$ cat config.mk
export PLATFORM = sky130hd
export DESIGN_NAME = gameplay_input_ctrl_flat
export DESIGN_NICKNAME = d
export VERILOG_FILES = /design/src/rtl/gameplay_input_ctrl_if.sv /design/src/rtl/gameplay_input_ctrl.sv /design/src/flat_wrapper.sv
export SDC_FILE = /design/constraint.sdc
export NUM_CORES = 1
export LEC_CHECK = 0
export ABC_AREA = 1
export ABC_CLOCK_PERIOD_IN_PS = 4750
export BUFFER_PORTS_ARGS = -buffer_cell sky130_fd_sc_hd__buf_4
export CORE_UTILIZATION = 48
export CTS_CLUSTER_DIAMETER = 120
export DETAILED_ROUTE_END_ITERATION = 8
export PLACE_DENSITY_LB_ADDON = 0.1
export SLEW_MARGIN = 10
export SYNTH_ARGS = -nofsm -noshare
export SYNTH_HDL_FRONTEND = slang
export SYNTH_SLANG_ARGS = --single-unit
$ cat constraint.sdc
create_clock -name clk_in -period 4.75 [get_ports clk_in]
set_input_delay 0.475 -clock clk_in [delete_from_list [all_inputs] [get_ports clk_in]]
set_output_delay 0.475 -clock clk_in [all_outputs]
set_load 0.005 [all_outputs]
$ cat src/rtl/gameplay_input_ctrl_if.sv
// Button and control bundle between the board front end and gameplay.
// master: gameplay_input_ctrl (reads buttons/state_in, drives strobes); slave: gameplay side.
interface gameplay_input_ctrl_if;
    logic        btn_hit;
    logic        btn_left;
    logic        btn_right;
    logic        btn_new_game;
    logic [2:0]  state_in;
    logic        new_game;
    logic        charging_hit;
    logic        camera_pan_left;
    logic        camera_pan_right;
    logic        new_frame;
    logic [15:0] frame_count;

    modport master (
        input  btn_hit,
        input  btn_left,
        input  btn_right,
        input  btn_new_game,
        input  state_in,
        output new_game,
        output charging_hit,
        output camera_pan_left,
        output camera_pan_right,
        output new_frame,
        output frame_count
    );

    modport slave (
        output btn_hit,
        output btn_left,
        output btn_right,
        output btn_new_game,
        output state_in,
        input  new_game,
        input  charging_hit,
        input  camera_pan_left,
        input  camera_pan_right,
        input  new_frame,
        input  frame_count
    );
endinterface

$ cat src/rtl/gameplay_input_ctrl.sv
// Front-end driver for gameplay: sync + debounce of raw buttons, new_game/new_frame
// strobes, camera pan levels and the hit-charge FSM. Ports: clk_in, rst_in, bus (master).
module gameplay_input_ctrl #(
    parameter int DEBOUNCE_CYCLES = 742500,
    parameter int FRAME_PERIOD    = 1237500
) (
    input  logic                  clk_in,
    input  logic                  rst_in,
    gameplay_input_ctrl_if.master bus
);
    localparam int DW = (DEBOUNCE_CYCLES > 1) ? $clog2(DEBOUNCE_CYCLES) : 1;
    localparam int FW = (FRAME_PERIOD > 1) ? $clog2(FRAME_PERIOD) : 1;
    localparam logic [DW-1:0] DB_MAX = DW'(DEBOUNCE_CYCLES - 1);
    localparam logic [FW-1:0] FR_MAX = FW'(FRAME_PERIOD - 1);

    localparam int B_HIT   = 0;
    localparam int B_LEFT  = 1;
    localparam int B_RIGHT = 2;
    localparam int B_NG    = 3;

    localparam logic [2:0] ST_RESTING = 3'd0;
    localparam logic [2:0] ST_IN_HOLE = 3'd5;

    typedef enum logic [1:0] {
        IDLE,
        CHARGING,
        LOCKOUT
    } hit_state_t;

    logic [3:0]    raw;
    logic [3:0]    sync1;
    logic [3:0]    sync2;
    logic [3:0]    stable;
    logic [3:0]    stable_q;
    logic [3:0]    rise;
    logic [3:0]    fall;
    logic [DW-1:0] db_cnt [4];

    logic          power_on;
    logic          ng_evt;
    logic          new_game_q;
    logic [FW-1:0] frame_cnt;
    logic [15:0]   frame_count_q;
    logic          new_frame_w;
    logic          pan_left_q;
    logic          pan_right_q;

    hit_state_t    hit_state;
    hit_state_t    hit_next;
    logic          charging;
    logic          at_rest;
    logic          in_hole;
    logic          hit_quiet;

    assign raw = {bus.btn_new_game, bus.btn_right, bus.btn_left, bus.btn_hit};

    // Sync chain, per-button debounce and registered edge flags.
    always_ff @(posedge clk_in or posedge rst_in) begin
        if (rst_in) begin
            sync1    <= '0;
            sync2    <= '0;
            stable   <= '0;
            stable_q <= '0;
            rise     <= '0;
            fall     <= '0;
            for (int i = 0; i < 4; i++) begin
                db_cnt[i] <= '0;
            end
        end else begin
            sync1 <= raw;
            sync2 <= sync1;
            for (int i = 0; i < 4; i++) begin
                if (sync2[i] == stable[i]) begin
                    db_cnt[i] <= '0;
                end else if (db_cnt[i] == DB_MAX) begin
                    stable[i] <= ~stable[i];
                    db_cnt[i] <= '0;
                end else begin
                    db_cnt[i] <= db_cnt[i] + DW'(1);
                end
            end
            stable_q <= stable;
            rise     <= stable & ~stable_q;
            fall     <= ~stable & stable_q;
        end
    end

    // The power-on flag produces one new_game on the first clock after reset.
    assign ng_evt = power_on | rise[B_NG];

    always_ff @(posedge clk_in or posedge rst_in) begin
        if (rst_in) begin
            power_on   <= 1'b1;
            new_game_q <= 1'b0;
        end else begin
            power_on   <= 1'b0;
            new_game_q <= ng_evt;
        end
    end

    // A tick that would coincide with new_game is dropped; the count
    // restarts so the first tick lands FRAME_PERIOD cycles after the pulse.
    assign new_frame_w = (frame_cnt == FR_MAX) & ~new_game_q;

    always_ff @(posedge clk_in or posedge rst_in) begin
        if (rst_in) begin
            frame_cnt     <= '0;
            frame_count_q <= '0;
        end else if (new_game_q) begin
            frame_cnt     <= '0;
            frame_count_q <= '0;
        end else begin
            if (frame_cnt == FR_MAX) begin
                frame_cnt <= '0;
            end else begin
                frame_cnt <= frame_cnt + FW'(1);
            end
            if (new_frame_w) begin
                frame_count_q <= frame_count_q + 16'd1;
            end
        end
    end

    // Pan uses the delayed stable bits so it lines up with the hit path.
    always_ff @(posedge clk_in or posedge rst_in) begin
        if (rst_in) begin
            pan_left_q  <= 1'b0;
            pan_right_q <= 1'b0;
        end else begin
            pan_left_q  <= stable_q[B_LEFT] & ~stable_q[B_RIGHT];
            pan_right_q <= stable_q[B_RIGHT] & ~stable_q[B_LEFT];
        end
    end

    assign at_rest = (bus.state_in == ST_RESTING);
    assign in_hole = (bus.state_in == ST_IN_HOLE);
    // Released end to end: a press still in the sync chain (e.g. held
    // through reset) must not be mistaken for a release.
    assign hit_quiet = ~stable[B_HIT] & ~sync1[B_HIT] & ~sync2[B_HIT];

    always_ff @(posedge clk_in or posedge rst_in) begin
        if (rst_in) begin
            hit_state <= LOCKOUT;
        end else begin
            hit_state <= hit_next;
        end
    end

    always_comb begin
        hit_next = hit_state;
        charging = 1'b0;
        if (ng_evt) begin
            hit_next = LOCKOUT;
        end else begin
            unique case (hit_state)
                IDLE: begin
                    if (rise[B_HIT]) begin
                        hit_next = at_rest ? CHARGING : LOCKOUT;
                    end
                end
                CHARGING: begin
                    if (fall[B_HIT] || in_hole) begin
                        hit_next = LOCKOUT;
                    end
                end
                LOCKOUT: begin
                    if (hit_quiet && at_rest) begin
                        hit_next = IDLE;
                    end
                end
                default: hit_next = LOCKOUT;
            endcase
        end
        charging = (hit_state == CHARGING);
    end

    assign bus.new_game         = new_game_q;
    assign bus.charging_hit     = charging;
    assign bus.camera_pan_left  = pan_left_q;
    assign bus.camera_pan_right = pan_right_q;
    assign bus.new_frame        = new_frame_w;
    assign bus.frame_count      = frame_count_q;
endmodule

$ cat src/flat_wrapper.sv
// flat-port wrapper written by rule: the top's interface ports become plain ports
module gameplay_input_ctrl_flat 
#(
    parameter int DEBOUNCE_CYCLES = 742500,
    parameter int FRAME_PERIOD    = 1237500
)
  (clk_in, rst_in, bus_btn_hit, bus_btn_left, bus_btn_right, bus_btn_new_game, bus_state_in, bus_new_game, bus_charging_hit, bus_camera_pan_left, bus_camera_pan_right, bus_new_frame, bus_frame_count);
  gameplay_input_ctrl_if bus_i ();
  input  logic clk_in;
  input  logic rst_in;
  input wire logic [$bits(bus_i.btn_hit)-1:0] bus_btn_hit;
  input wire logic [$bits(bus_i.btn_left)-1:0] bus_btn_left;
  input wire logic [$bits(bus_i.btn_right)-1:0] bus_btn_right;
  input wire logic [$bits(bus_i.btn_new_game)-1:0] bus_btn_new_game;
  input wire logic [$bits(bus_i.state_in)-1:0] bus_state_in;
  output wire logic [$bits(bus_i.new_game)-1:0] bus_new_game;
  output wire logic [$bits(bus_i.charging_hit)-1:0] bus_charging_hit;
  output wire logic [$bits(bus_i.camera_pan_left)-1:0] bus_camera_pan_left;
  output wire logic [$bits(bus_i.camera_pan_right)-1:0] bus_camera_pan_right;
  output wire logic [$bits(bus_i.new_frame)-1:0] bus_new_frame;
  output wire logic [$bits(bus_i.frame_count)-1:0] bus_frame_count;
  assign bus_i.btn_hit = bus_btn_hit;
  assign bus_i.btn_left = bus_btn_left;
  assign bus_i.btn_right = bus_btn_right;
  assign bus_i.btn_new_game = bus_btn_new_game;
  assign bus_i.state_in = bus_state_in;
  assign bus_new_game = bus_i.new_game;
  assign bus_charging_hit = bus_i.charging_hit;
  assign bus_camera_pan_left = bus_i.camera_pan_left;
  assign bus_camera_pan_right = bus_i.camera_pan_right;
  assign bus_new_frame = bus_i.new_frame;
  assign bus_frame_count = bus_i.frame_count;
  gameplay_input_ctrl #(.DEBOUNCE_CYCLES(DEBOUNCE_CYCLES), .FRAME_PERIOD(FRAME_PERIOD)) u_core (.clk_in(clk_in), .rst_in(rst_in), .bus(bus_i));
endmodule
**Word level (Yosys, flattened, before mapping)**

Index checks and enable logic that the tools add are counted.

- Flip-flop bits (word level): 144
- Bits in latches: 0
- RAM bits: 0
- Bits in read-only memories: 0
- Input port bits: 9
- Word-level logic and storage cells: 92
- Memories kept: 0

- $add $sub $neg: 6
- Multipliers: 0
- Div/mod/pow operators: 0
- $lt $le $gt $ge: 0
- Equal/unequal tests: 15
- Shift-type cells: 0
- Multiplexer cells: 18
- Bitwise logic cells: 23
- Reductions and logical operators: 10

Operator list:

| operator | count |
|---|---|
| $mux W20 | 8 |
| $add A20 B1 Y20 const B | 4 |
| $eq A20 B20 Y1 const B | 4 |
| $mux W21 | 2 |
| $mux W16 | 2 |
| $add A21 B1 Y21 const B | 1 |
| $eq A21 B21 Y1 const B | 1 |
| $add A16 B1 Y16 const B | 1 |
| $not A1 Y1 | 14 |
| $mux W2 | 5 |
| $ne A3 B1 Y1 const B | 3 |
| $reduce_and A2 Y1 | 4 |
| $and A1 B1 Y1 | 6 |
| $pmux W2 S3 | 1 |
| $and A4 B4 Y4 | 1 |
| $eq A1 B1 Y1 | 4 |
| $not A4 Y4 | 1 |
| $eq A3 B3 Y1 const B | 1 |
| $logic_not A3 Y1 | 1 |
| $reduce_and A3 Y1 | 1 |
| $eq A2 B1 Y1 const B | 1 |
| $eq A2 B2 Y1 const B | 1 |
| $logic_not A2 Y1 | 1 |
| $reduce_bool A2 Y1 | 1 |
| other kinds (3) | 3 |

**Logic depth before layout (Yosys ltp)**

Gate-level depths: netlist of run 1.

- Depth in word-level cells: 7
- Depth in mapped cells: 9

**Worst setup path after synthesis of run 1**

Ideal clock, no wire load.

- Path type: flip-flop to output port
- Start: reg u_core.frame_cnt[0]
- End: out bus_new_frame
- Data arrival time: 1113 ps
- Data required time: 4275 ps
- Path slack: 3162 ps
- Cell stages (with the launch flop): 6
- Buffers on the path: 0
- Path through: dfrtp_1 ha_1 nand3_1 nor3_1 nand3_1 nor2_1

- Cells in the longest elaborated chain, start to end: 2

RTL lines:

| what | RTL line | text |
|---|---|---|
| start: declaration | gameplay_input_ctrl.sv:42 | `logic [FW-1:0] frame_cnt;` |
| start signal: assignment | gameplay_input_ctrl.sv:116 | `frame_cnt <= frame_cnt + FW'(1);` |
| $eq A21 B21 Y1 | gameplay_input_ctrl.sv:103 | `assign new_frame_w = (frame_cnt == FR_MAX) & ~new_game_q;` |
| $and A1 B1 Y1 | gameplay_input_ctrl.sv:103 |  |
| end: declaration | flat_wrapper.sv:20 | `output wire logic [$bits(bus_i.new_frame)-1:0] bus_new_frame;` |

No other way between the ends.

**Worst setup path in the final report of run 1**

Same ends and word-level chain as after synthesis.

==> results.json, run 1 <==
{
  "viasPerCell": 4.98,
  "dr.pass1.iters": 6,
  "grt_pass1_vias": 5873,
  "die_x_um": 128,
  "synth_area_leaders": "dfrtp_1 46%, nor2_1 11%, nand2_1 11%",
  "cts_max_level": 4,
  "syn_avg_cell_area_um2": 7.67,
  "synth_edf_count": 0,
  "reg2reg_to": "u_core.bus.frame_count[10]",
  "cap_violations": 0,
  "finalCritPeriodShare_pct": 48.5,
  "die_area_mm2": 0.0164,
  "holdWs_ns": 0.104,
  "vias": 6285,
  "grt_max_degree": 56,
  "io_pins": 30,
  "tightest_slew_ns": 0.582,
  "slew_violations": 0,
  "power_density_mw_per_mm2": 315,
  "synth-xor-area-share_pct": 6.44,
  "relSlewSlack_pct": 61.2,
  "r2r_cells": 8,
  "rsz0062_at_grt": "no",
  "r2r_start": "u_core.frame_cnt[0]",
  "synth_top_family_by_area": "simple AND/OR/NAND/NOR gates",
  "synthesis.nets": 1012,
  "multi_input_area_mm2": 0.00363,
  "finClkSkew_ns": 0.00865,
  "antenna_cells": 0,
  "end_kind": "output pin",
  "fin_crit_ns": 2.31,
  "critical_path_required_ns": 4.28,
  "final_antenna_net_count": 0,
  "cts_buffers": 17,
  "drcViolationCount": 0,
  "final_layout_size_suffix_gt1_share_pct": 9.42,
  "clkTransAtPathRegs_ns": 0.06,
  "wirelength_um": 15800,
  "ys_ff_latch": 142,
  "synth_compound_area_share_pct": 3.55,
  "synth_most_common_cell": "nor2_1",
  "post_cts_buffers": 0,
  "clk_latency_ns": 0.42,
  "die_h_um": 128,
  "grt_pass1_wl_um": 27600,
  "clk_path_buf_depth": 2,
  "hold_viol_final": 0,
  "wl_per_cell_um": 12.5,
  "place.gp.congestion": 0.866,
  "synthesis.area_mm2": 0.00762,
  "critical_path_class": "reg2out",
  "synth.largest_area_cell": "dfrtp_1",
  "p_leak_nw": 3.80,
  "critPathArrivalTime_ns": 1.83,
  "synth_commonest_cells": "233 x nor2_1, 214 x nand2_1, 140 x dfrtp_1",
  "start_kind": "flip-flop",
  "root_buffer": "clkbuf_16",
  "antenna_found_initial": 0,
  "hpwlAfterDp_um": 11300,
  "reg2reg_slack_ns": 2.96,
  "synth_cells": 993,
  "portBuffers": 29,
  "nNetsFinal": 1057,
  "fill_cells": 1443,
  "seq_area_frac_synth_pct": 46.7,
  "fin_setup_tns_ns": 0,
  "yosysUniqueCellTypes": 39,
  "synthAdderAreaFrac_pct": 1.64,
  "overflow": 0,
  "start_util_pct": 49.5,
  "tritoncts": "built",
  "seqCellArea_mm2": 0.00356,
  "rows": 45,
  "area_delta_synth_final_pct": 14.1,
  "peakVddDrop_mv": 0.379,
  "ys.flop_type": "dfrtp_1",
  "cts_hold_buf": 0,
  "coreArea_mm2": 0.0154,
  "clock.fmax_mhz": 434,
  "grt_usage_pct": 21.1,
  "drt_iter0_drc": 399,
  "clkSinkCount": 142,
  "final_core_util_pct": 56.6,
  "cp_max_fo": 7,
  "setup_viol": 0,
  "synthArstFlopShare_pct": 100,
  "synthMuxAreaShare_pct": 0,
  "hp-class": "in2async",
  "yosys.area_share.simple_pct": 36.0,
  "yosysWarningCount": 0,
  "status": "finished clean",
  "cts_resized": 0,
  "synthDominantCellAreaShare_pct": 46.0
}
## worst max path at each step
| stage | slack [ns] | start | end | depth (start not counted) |
|---|---|---|---|---|
| 2_1_floorplan | 0.47 | rst_in | u_core.bus.camera_pan_left | 1 |
| 3_3_place_gp | 2.88 | u_core.frame_cnt[0] | bus_new_frame | 6 |
| 3_5_place_dp | 2.86 | u_core.frame_cnt[0] | bus_new_frame | 6 |
| 4_1_cts | 2.40 | u_core.frame_cnt[0] | bus_new_frame | 6 |
| 5_1_grt | 2.31 | u_core.frame_cnt[0] | bus_new_frame | 6 |
| 6_report | 2.44 | u_core.frame_cnt[0] | bus_new_frame | 6 |
## area by class of cell
type                       instances  area share, %
multi-input combinational        743           41.7
sequential                       142           40.9
clock buffer                      18           4.94
inverter                         103           4.50
tap                              211           3.04
timing repair buffer              31           2.68
clock inverter                    14           2.20
## power by group
part	switching [mW]	leakage (nW)	total [mW]	internal [mW]
combinational	0.0663	1.55	0.0928	0.0265
sequential	0.0176	1.94	1.25	1.23
clock	0.521	0.304	1.40	0.880
## critical path, stage by stage (launching register included)
cell and delay, ns:
dfrtp_1 0.44, ha_1 0.27, nand3_1 0.10, nor3_1 0.15, nand3_1 0.17, nor2_1 0.16
buf_4 0.13
## layout by cell type (no fill, tap or decap), types with 5 or more instances in the layout
cell	n
inv_1	98
nor2_4	5
a21oi_1	19
o21ai_0	16
buf_4	31
nand2_1	214
xnor2_1	19
nor2_1	233
nor3_1	18
nand2_2	6
nand3_1	102
ha_1	10
nand4_1	24
nor2_2	11
clkbuf_16	17
xor2_1	37
dfrtp_1	140
## stage by stage
stage | power, mW | instances | instance area, µm² | setup WS (ns)
finish | 2.74 | 1262 | 8690 | 2.44
global route | 2.85 | 1262 | 8690 | 2.31
CTS | 2.78 | 1262 | 8690 | 2.40
detailed placement | 1.36 | 1230 | 8070 | 2.86
global placement | 1.36 | 1230 | 8070 | 2.88
floorplan | 1.33 | 993 | 7620 | 0.469
## state kept, by name (all words and copies together) (netlist names)
name	count
u_core.db_cnt	80
u_core.frame_cnt	21
u_core.bus.frame_count	16
u_core.stable	4
u_core.stable_q	4
u_core.sync1	4
u_core.sync2	4
u_core.hit_state	2
u_core.rise	2
u_core.bus.camera_pan_left	1
u_core.bus.camera_pan_right	1
u_core.bus.new_game	1
u_core.fall	1
u_core.power_on	1
## kinds of logic (layout without fill, tap and decap cells)
| kind of cell | count (synthesis) | in the layout |
|---|---|---|
| simple gates | 629 | 629 |
| buf+inv | 108 | 166 |
| other cells | 1 | 1 |
| xor+xnor | 56 | 56 |
| fa+ha+maj | 10 | 10 |
| flops | 142 | 142 |
| compound gates | 47 | 47 |
## per-layer routing
layer	share of wire (%)	track usage [%]	wire length, µm	vias up
met3	4.1	4.80	652	17
met2	44	32.3	6890	119
met4	1.4	6.44	214	0
met5	0	0	0	-
met1	51	29.8	7990	2915
li1	-	-	-	3234
(Power assumes the default switching activity.)
==> run 2, diff against run 1 <==
ABC_CLOCK_PERIOD_IN_PS = 1900   (was 4750)
clock period = 1.9 ns   (was 4.75 ns; I/O delays follow)
==> run 2 against run 1 <==
  * Register-to-register slack worse by 2.8 ns
  * Critical path type unchanged
  * Non-clock buffer count rose by 20
  * Largest cell class unchanged
  * Worst hold slack worse by 0.013 ns
  * Critical path depth did not move
  * Flip-flop and latch count stayed put
  * Core utilization rose by 1.4 points
  * Clock power grew 150%
==> results.json, run 2 (synthesis gave the netlist of run 1 again) <==
{
  "die_h_um": 128,
  "critical_path_class": "reg2out",
  "tightest_slew_ns": 0.549,
  "grt_pass1_vias": 6063,
  "antenna_found_initial": 0,
  "final_core_util_pct": 57.9,
  "antenna_cells": 0,
  "portBuffers": 29,
  "end_kind": "output pin",
  "nNetsFinal": 1077,
  "start_util_pct": 49.5,
  "place_area_mm2": 0.00817,
  "tritoncts": "built",
  "die_area_mm2": 0.0164,
  "cap_violations": 0,
  "final_area_mm2": 0.00890,
  "largest_reg_flops": 80,
  "dr.pass1.iters": 6,
  "wirelength_um": 15800,
  "power_density_mw_per_mm2": 772,
  "cts_buffers": 17,
  "vias": 6378,
  "rows": 45,
  "fin_crit_ns": 1.81,
  "cp_max_fo": 3,
  "status": "finished clean",
  "slowest_delay_ns": 0.39,
  "hpwlAfterDp_um": 11400,
  "start_kind": "flip-flop",
  "final_common_cell": "nor2_1",
  "place.gp.congestion": 0.886,
  "clk_latency_ns": 0.42,
  "setup_viol": 0,
  "fin_setup_tns_ns": 0,
  "drcViolationCount": 0,
  "clk_path_buf_depth": 2,
  "crit_buf_inv": 1,
  "clock.fmax_mhz": 553,
  "wl_per_cell_um": 12.4,
  "final_cell_mix": "231 x nor2_1, 214 x nand2_1, 140 x dfrtp_1",
  "worst_path_most_repeated_cell": "nand3_2",
  "cts_max_level": 4,
  "cp_top_family": "simple AND/OR/NAND/NOR gates",
  "grt_pass1_wl_um": 27700,
  "peakVddDrop_mv": 0.640,
  "p_total_mw": 6.87,
  "fill_cells": 1437,
  "critical_path_required_ns": 1.71,
  "largest-register": "u_core.db_cnt",
  "final_antenna_net_count": 0,
  "io_pins": 30,
  "slew_violations": 0,
  "crit_path_cell_trace": "ha_4 > nand3_2 > nor3_2 > nand3_2 > nor2_2 > buf_4",
  "p_leak_nw": 3.88,
  "coreArea_mm2": 0.0154,
  "rsz0062_at_grt": "no",
  "hold_viol_final": 0,
  "clkTransAtPathRegs_ns": 0.06,
  "critPathArrivalTime_ns": 1.62,
  "hp-class": "in2reg",
  "finalCritPeriodShare_pct": 95.2,
  "overflow": 0,
  "grt_max_degree": 71,
  "relSlewSlack_pct": 63.4,
  "root_buffer": "clkbuf_16",
  "die_x_um": 128,
  "final_layout_size_suffix_gt1_share_pct": 11.1,
  "drt_iter0_drc": 370,
  "finClkSkew_ns": 0.0100,
  "area_delta_synth_final_pct": 16.9,
  "viasPerCell": 4.98,
  "holdWs_ns": 0.0908,
  "clkSinkCount": 142,
  "grt_usage_pct": 21.1,
  "slowest_stage": "dfrtp_1"
}
run 2: path summary, 6_finish.rpt:
kind                                startpoint                   endpoint  slack (ns)  cells past startpoint
max                        u_core.frame_cnt[1]              bus_new_frame        0.09                      6
min in group asynchronous               rst_in         u_core.stable_q[1]        0.46                      4
min                            bus_state_in[1]        u_core.hit_state[0]        0.09                      3
max in group asynchronous               rst_in          u_core.db_cnt[44]        0.96                      4
min reg2reg                    u_core.sync1[1]            u_core.sync2[1]        0.35                      0
max reg2reg                u_core.frame_cnt[1]  u_core.bus.frame_count[0]        0.19                      7
run 2: repair_timing:
action,CTS,global route
resized for setup,3,5
pin swaps,1,5
hold buffers,5,0
endpoints found under the hold margin,101,0
setup buffers,1,3
setup endpoints to repair,1,2
run 2: tightest hold or removal path: stages:
cell	delay, ns
buf_4	0.08
o211ai_1	0.11
o21ai_0	0.08
run 2: stage by stage:
stage	setup WS (ns)	cells
6_report	0.0910	1281
5_1_grt	0.00481	1281
2_1_floorplan	-0.0654	993
3_3_place_gp	0.243	1241
3_5_place_dp	0.189	1241
4_1_cts	0.00119	1278
run 2: area by class of cell:
class                   instances  area, µm²  area share [%]
clock buffers                  21        460            5.17
repair buffers                 51        408            4.58
inverters                     103        390            4.39
clock inverters                10        163            1.83
flip-flops and latches        142       3560            39.9
multi-input cells             743       3660            41.1
well taps                     211        264            2.97
run 2: metal layers:
layer  GRT usage [%]  up-vias  part of all wire, %
li1                -     3279                    -
met1            27.9     2981                   48
met2            34.8      100                   48
met3            4.84       18                  3.2
met4            6.09        0                  1.1
met5               0        -                    0
run 2: report_power, final:
part	internal, mW	leakage (nW)	switching [mW]
Sequential	3.07	1.94	0.0434
Clock	2.26	0.299	1.24
Combinational	0.0910	1.64	0.173
